==> src/rtl/alu_exec.sv <==
// alu_exec: registered execute-stage ALU with valid/ready on both sides.
// Define ALU_MUL_EN to enable the iterative shift-add multiplier on code 8.
module alu_exec #(
   parameter int WIDTH = 32
) (
   input  logic             clk,
   input  logic             rst_n,
   input  logic             in_valid,
   output logic             in_ready,
   input  logic [3:0]       alu_ctl,
   input  logic [WIDTH-1:0] op_a,
   input  logic [WIDTH-1:0] op_b,
   output logic             out_valid,
   input  logic             out_ready,
   output logic [WIDTH-1:0] result,
   output logic             zero,
   output logic             illegal
);
`ifdef ALU_MUL_EN
   typedef enum logic [1:0] {IDLE, MUL, DONE} state_t;
`else
   typedef enum logic [1:0] {IDLE, DONE} state_t;
`endif
   state_t state, state_nx, go_st;
   logic accept, is_mul, bad, mul_done;
   logic [WIDTH-1:0] alu_res, mul_res;
   assign in_ready = state == IDLE || (state == DONE && out_ready);
   assign out_valid = state == DONE;
   assign accept = in_valid && in_ready;
   always_comb begin
      bad = 1'b0;
      is_mul = 1'b0;
      alu_res = '0;
      case (alu_ctl)
         4'd0: alu_res = op_a & op_b;
         4'd1: alu_res = op_a | op_b;
         4'd2: alu_res = op_a + op_b;
         4'd3, 4'd6: alu_res = op_a - op_b;
         4'd7: alu_res = WIDTH'($signed(op_a) < $signed(op_b));
         4'd12: alu_res = ~(op_a | op_b);
`ifdef ALU_MUL_EN
         4'd8: is_mul = 1'b1;
`endif
         default: bad = 1'b1;
      endcase
   end
`ifdef ALU_MUL_EN
   localparam int CW = $clog2(WIDTH + 1);
   logic [WIDTH-1:0] ma, mb, acc;
   logic [CW-1:0] cnt;
   assign go_st = is_mul ? MUL : DONE;
   assign mul_done = state == MUL && cnt == CW'(WIDTH);
   assign mul_res = acc;
   // Multiplicand shifts left and multiplier right, so step i adds op_a<<i when op_b[i] is set.
   always_ff @(posedge clk or negedge rst_n)
      if (!rst_n) begin
         ma <= '0;
         mb <= '0;
         acc <= '0;
         cnt <= '0;
      end else if (accept && is_mul) begin
         ma <= op_a;
         mb <= op_b;
         acc <= '0;
         cnt <= '0;
      end else if (state == MUL && !mul_done) begin
         acc <= acc + (mb[0] ? ma : '0);
         ma <= ma << 1;
         mb <= mb >> 1;
         cnt <= cnt + CW'(1);
      end
`else
   assign go_st = DONE;
   assign mul_done = 1'b0;
   assign mul_res = '0;
`endif
   always_ff @(posedge clk or negedge rst_n)
      if (!rst_n) state <= IDLE;
      else state <= state_nx;
   always_comb begin
      state_nx = state;
      case (state)
         IDLE: state_nx = accept ? go_st : IDLE;
         DONE: state_nx = !out_ready ? DONE : in_valid ? go_st : IDLE;
`ifdef ALU_MUL_EN
         MUL: state_nx = mul_done ? DONE : MUL;
`endif
         default: state_nx = IDLE;
      endcase
   end
   always_ff @(posedge clk or negedge rst_n)
      if (!rst_n) begin
         result <= '0;
         zero <= 1'b0;
         illegal <= 1'b0;
      end else if (accept && !is_mul) begin
         result <= alu_res;
         zero <= !bad && alu_res == '0;
         illegal <= bad;
      end else if (mul_done) begin
         result <= mul_res;
         zero <= mul_res == '0;
         illegal <= 1'b0;
      end
endmodule

==> config.mk <==
export PLATFORM = sky130hd
export DESIGN_NAME = alu_exec
export DESIGN_NICKNAME = d
export VERILOG_FILES = /design/src/rtl/alu_exec.sv
export SDC_FILE = /design/constraint.sdc
export NUM_CORES = 1
export LEC_CHECK = 0
export CORE_MARGIN = 2
export CORE_UTILIZATION = 40
export DETAILED_ROUTE_END_ITERATION = 8
export SLEW_MARGIN = 15
export SYNTH_ARGS = -nofsm -noshare
export SYNTH_HDL_FRONTEND = slang
export SYNTH_SLANG_ARGS = --single-unit
==> constraint.sdc <==
create_clock -name clk -period 3.2 [get_ports clk]
set_input_delay 0.48 -clock clk [delete_from_list [all_inputs] [get_ports clk]]
set_output_delay 0.48 -clock clk [all_outputs]
set_load 0.03 [all_outputs]
**Word level (Yosys, flattened, before mapping)**

Index checks and enable logic that the tools add are counted.

- Word-level logic and storage cells: 32
- Input port bits: 72
- Register bits: 36
- Output and inout bits: 36

- Order comparisons: 1
- Multiplexer cells: 6
- Equal/unequal tests: 7
- $add $sub $neg: 2
- Bitwise gates (word level): 3
- Reductions and logical operators: 9

Operator list:

| kind | count |
|---|---|
| one-hot mux 32 bit (6 select lines) | 1 |
| adder 32 bit | 1 |
| bitwise AND 32 bit | 1 |
| logical NOT 32 bit | 1 |
| < comparator 32 bit | 1 |
| inverter 32 bit | 1 |
| OR 32 bit | 1 |
| subtractor 32 bit | 1 |
| equality test 4 x 2 -> 1 bit (second input constant) | 2 |
| equality test 4 x 3 -> 1 bit (second input constant) | 2 |
| OR reduction 7 bit | 1 |
| equality test 4 x 1 -> 1 bit (second input constant) | 1 |
| equality test 4 bit (second input constant) | 1 |
| logical NOT 4 bit | 1 |
| 2-to-1 mux 1 bit | 4 |
| logical AND 1 bit | 3 |
| equality test 2 x 1 -> 1 bit (second input constant) | 1 |
| logical NOT 2 bit | 1 |
| one-hot mux 1 bit (2 select lines) | 1 |
| OR reduction 2 bit | 1 |
| logical OR 1 bit | 1 |

**Longest topological paths before layout**

- Depth after elaboration: 6
- Depth in mapped cells: 15

**Least setup slack after synthesis**

No wires, ideal clock.

- Path kind: input to register
- Start point: input port op_a[0]
- End point: register zero
- Required time: 3,108 ps
- Arrival time: 3,209 ps
- Setup slack: -101 ps
- Cell stages on the path: 15
- Buffers on the path: 0
- Setup time: 92 ps
- Path through: inv_1 ha_1 inv_1 fa_1 nor2b_1 o311ai_2 o32ai_1 nor4_1 o31a_1 nor3_1 a311oi_1 nand3b_1 nor4_1 nand2_1 o31ai_2

- Cells in the longest elaborated chain, start to end: 5
- Elaborated cells between the ends (all ways): 9

RTL lines:

| item | RTL line | source |
|---|---|---|
| start, declared | 11 | `input logic [WIDTH-1:0] op_a,` |
| parallel branches: the longest is 2 deep, another holds subtractor 32 bit | n/a |  |
| one-hot mux 32 bit (6 select lines) * | 34 | `case (alu_ctl)` |
| logical NOT 32 bit * | 98 | `zero <= !bad && alu_res == '0;` |
| logical AND 1 bit * | 98 |  |
| end signal, assigned | 94 | `zero <= 1'b0;` |
| end signal, assigned | 98 |  |
| end signal, assigned | 102 | `zero <= mul_res == '0;` |
| end, declared | 16 | `output logic zero,` |

Mark *: on every way between the ends.
A chain may end at the register's enable or synchronous reset.

**Worst setup path after layout**

- Start point: input port op_b[0]
- End point: register zero

- Cells in the longest elaborated chain, start to end: 5
- Elaborated cells between the ends (all ways): 9

RTL lines:

| item | RTL line | source |
|---|---|---|
| start, declared | 12 | `input logic [WIDTH-1:0] op_b,` |
| parallel branches: the longest is 2 deep, another holds subtractor 32 bit | n/a |  |
| one-hot mux 32 bit (6 select lines) * | 34 |  |
| logical NOT 32 bit * | 98 |  |
| logical AND 1 bit * | 98 |  |

Marked as above.

==> flow_metrics.env <==
export IMPL_outcome="complete, but fails checks"
export IMPL_violations="setup timing"
export IMPL_grt_ovfl_total=0
export IMPL_grt_met2_usage=0.5401
export IMPL_finalHoldViolCount=0
export IMPL_synthArstFlopShare=1.000
export IMPL_slowest_stage="a211oi_4"
export IMPL_clkLatencyLatePin_ps=280
export IMPL_arrival_ps=3720
export IMPL_fin_crit_ps=3529
export IMPL_min_from="result[12]"
export IMPL_use_met1=0.4312
export IMPL_syn_inst=1018
export IMPL_tightest_slew_ps=831.8
export IMPL_synth_area_leaders="ha_1 17%, dfrtp_1 12%, nand2_1 5.8%, nor2_1 5.1%, inv_1 4.6%"
export IMPL_ys_warnings_count=0
export IMPL_cts_root_buf="clkbuf_16"
export IMPL_max_freq_ghz=0.2834
export IMPL_power_frac_seq=0.156
export IMPL_drt_pass1_iterations=6
export IMPL_crit_family="compound AO/OA/AOI/OAI gates"
export IMPL_setup_slack_ps=-329.0
export IMPL_drv_cap=0
export IMPL_power_frac_comb=0.709
export IMPL_synth_flop_cell="dfrtp_1"
export IMPL_clk_pin_slew_ps=50
export IMPL_slew_limit_headroom=0.4311
export IMPL_grt_max_degree=41
export IMPL_antenna_left=0
export IMPL_irDropWorstVdd_v=0.0003453
export IMPL_crit_buf_inv=4
export IMPL_initial_core_util=0.4059
export IMPL_startpoint="op_b[0]"
export IMPL_rr_startpoint="state[0]"
export IMPL_drc=0
export IMPL_fp_dieH_um=138.8
export IMPL_numPortBuffers=107
export IMPL_final_setup_viol_count=4
export IMPL_use_met3=0.06354
export IMPL_postSynthAreaPerCell_um2=7.137
export IMPL_grt_pass1_vias=10150
export IMPL_first_iter_violations=776
export IMPL_syn_to_final_growth_pct=81.25
export IMPL_path_common_cell="buf_6"
export IMPL_seq_area_frac_synth=0.1205
export IMPL_grtUsageTotal=0.3356
export IMPL_layout_drive_gt1_share=0.4744
export IMPL_vias_per_cell=5.764
export IMPL_ys_types=93
export IMPL_vias=9972
export IMPL_cp_data_required_time_ps=3390
export IMPL_crit_path_start_kind="primary input"
export IMPL_grt_pass1_wl_um=52380
export IMPL_dpl_cell_count=1654
export IMPL_cts_tree="built"
export IMPL_io_pin_count=108
export IMPL_slowest_delay_ps=370
export IMPL_cp_max_fo=5
export IMPL_synth_commonest_cells="113 x nand2_1, 101 x ha_1, 99 x nor2_1"
export IMPL_ctsHoldBuffers=0
export IMPL_syn_area_um2=7266
export IMPL_rsz0062_at_grt="yes"
export IMPL_finalInstanceArea_um2=13170
export IMPL_p_sw_mw=1.543
export IMPL_grt_busiest_layer="met2"
export IMPL_cp_end_kind="register"
export IMPL_cp_cell_sequence="buf_6, buf_6, ha_4, inv_2, fa_2, and2b_1, o211ai_1, buf_4, a21o_1, a211o_1, a211oi_4, a211oi_2, a311oi_2, nand3b_1, nor4_2, nand2_1, o31ai_2"
export IMPL_cellInternalPower_mw=2.038
export IMPL_htreeDepth=2
export IMPL_dp_slack_ps=-1117
export IMPL_hp_class="reg -> reg"
export IMPL_layoutNonFillerInstCount=1730
export IMPL_nets=1676
export IMPL_p_sw_frac=0.4309
export IMPL_placed_area_um2=11200
export IMPL_synth_top_area_share=0.1739
export IMPL_ys_seq_elements=35
export IMPL_cts_max_path_buffers=2
export IMPL_yosysMostFrequentCell="nand2_1"
export IMPL_place_hpwl_um=25630
export IMPL_cts_sinks=35
export IMPL_cellPowerDensity_nw_per_um2=271.9
export IMPL_routedWlPerCell_um=19.46
export IMPL_synth_top_area_cell="ha_1"
export IMPL_total_power_mw=3.581
export IMPL_routed_wl_um=33660
export IMPL_fin_crit_sh=1.103
export IMPL_finClkSkew_ps=4.680
export IMPL_antenna_found_initial=0
export IMPL_clkPwrFrac=0.135
export IMPL_finalMaxSlewViolations=0
export IMPL_fillers=1448
export IMPL_finalHoldWorstSlack_ps=471.9
export IMPL_synth_edf_count=0
export IMPL_place_congestion=0.9509
export IMPL_n_antenna_cell=0
export IMPL_die_area_um2=19260
export IMPL_synth_nets=1193
export IMPL_cts_buffers=5
export IMPL_critPathKind="in -> reg"
export IMPL_num_rows=49
export IMPL_p_leak_nw=6.079
export IMPL_coreArea_um2=17900
export IMPL_die_w_um=138.8
[sequential cells by signal (all words and copies together), names as in the netlist]
name	cells
result	32
zero	1
illegal	1
state	1
[worst min-delay path: cells and delay by family, from the launching register on]
family        cells  cell delay, ps
flops             1             340
simple gates      2             100
[layout by cell type (no fill, tap or decap), types with 7 or more instances in the layout]
master           netlist  final
buf_6                  5     28
nand2b_1              15     14
a21oi_2                1     14
dfrtp_1               35     35
nand4_1               17     17
nor2b_1               16     11
and2_1                13     12
clkdlybuf4s50_1        0     50
buf_2                 21      8
o21a_1                11     11
inv_1                 90     38
ha_4                   0     30
nor2_1                99     92
nand3_1               20     17
inv_2                  2     53
nor3_1                29     21
o31ai_1               15      8
o21ai_1                4      7
buf_12                 0     10
o211ai_1               8      8
a31oi_4                1      7
a21oi_1               65     47
dlygate4sd2_1          0     20
clkdlybuf4s15_1        0     10
a21o_1                21     17
o21ai_2                0      8
o21ai_0               51     39
ha_1                 101     65
mux2i_1                8      8
buf_4                  1    390
clkbuf_2               0     13
a221o_1               14     14
o31a_1                 8      8
nand2_1              113    110
a221oi_1              26     21
a211oi_1              13      9
[power groups by stage]
stage	logic (mW)	registers (mW)	clock network, mW
6_report	2.54	0.559	0.484
2_1_floorplan	0.851	0.714	0
3_3_place_gp	2.05	0.564	0
3_5_place_dp	2.06	0.565	0
4_1_cts	2.40	0.559	0.493
5_1_grt	2.69	0.568	0.510
[logic make-up after synthesis]
group | share of synthesized area
compound gates | 0.3353
xor+xnor | 0.003617
fa+ha+maj | 0.1794
simple gates | 0.2550
flops | 0.1205
buf+inv | 0.08834
mux | 0.01774
[what timing repair did]
| item | CTS | global route |
|---|---|---|
| endpoints found under the setup margin | 20 | 13 |
| pin swaps | 90 | 55 |
| setup buffers | 58 | 16 |
| resized for setup | 347 | 85 |
[area by class of cell]
type	instances	area, µm²	area share
Timing Repair Buffer	537	4433	0.3366
Inverter	92	347.8	0.02641
Clock buffer	6	138.9	0.01055
Multi-Input combinational cell	830	7082	0.5378
Clock inverter	1	5.005	0.0003800
Tap cell	229	286.5	0.02176
Sequential cell	35	875.8	0.06651
[metal layers]
layer / wire (µm) / share of wire
met5: 0 / 0
met4: 1808 / 0.054
met3: 2772 / 0.082
met2: 15100 / 0.45
met1: 13980 / 0.42
[final timing paths]
path	to	slack (ps)	cells after the start
max	zero	-330	17
min	result[12]	470	2
max reg2reg	zero	720	11
min reg2reg	result[12]	470	2
max in group asynchronous	result[2]	2260	2
min in group asynchronous	result[18]	620	2
[stage by stage]
step	TNS (ps)	utilization
CTS	-303.6	0.7192
global route	-1351	0.7356
detailed placement	-14490	0.6256
floorplan	-54.63	-
global placement	-13320	0.6256
finish	-673.3	0.7356
No activity file was read; power rests on OpenSTA's default activity.
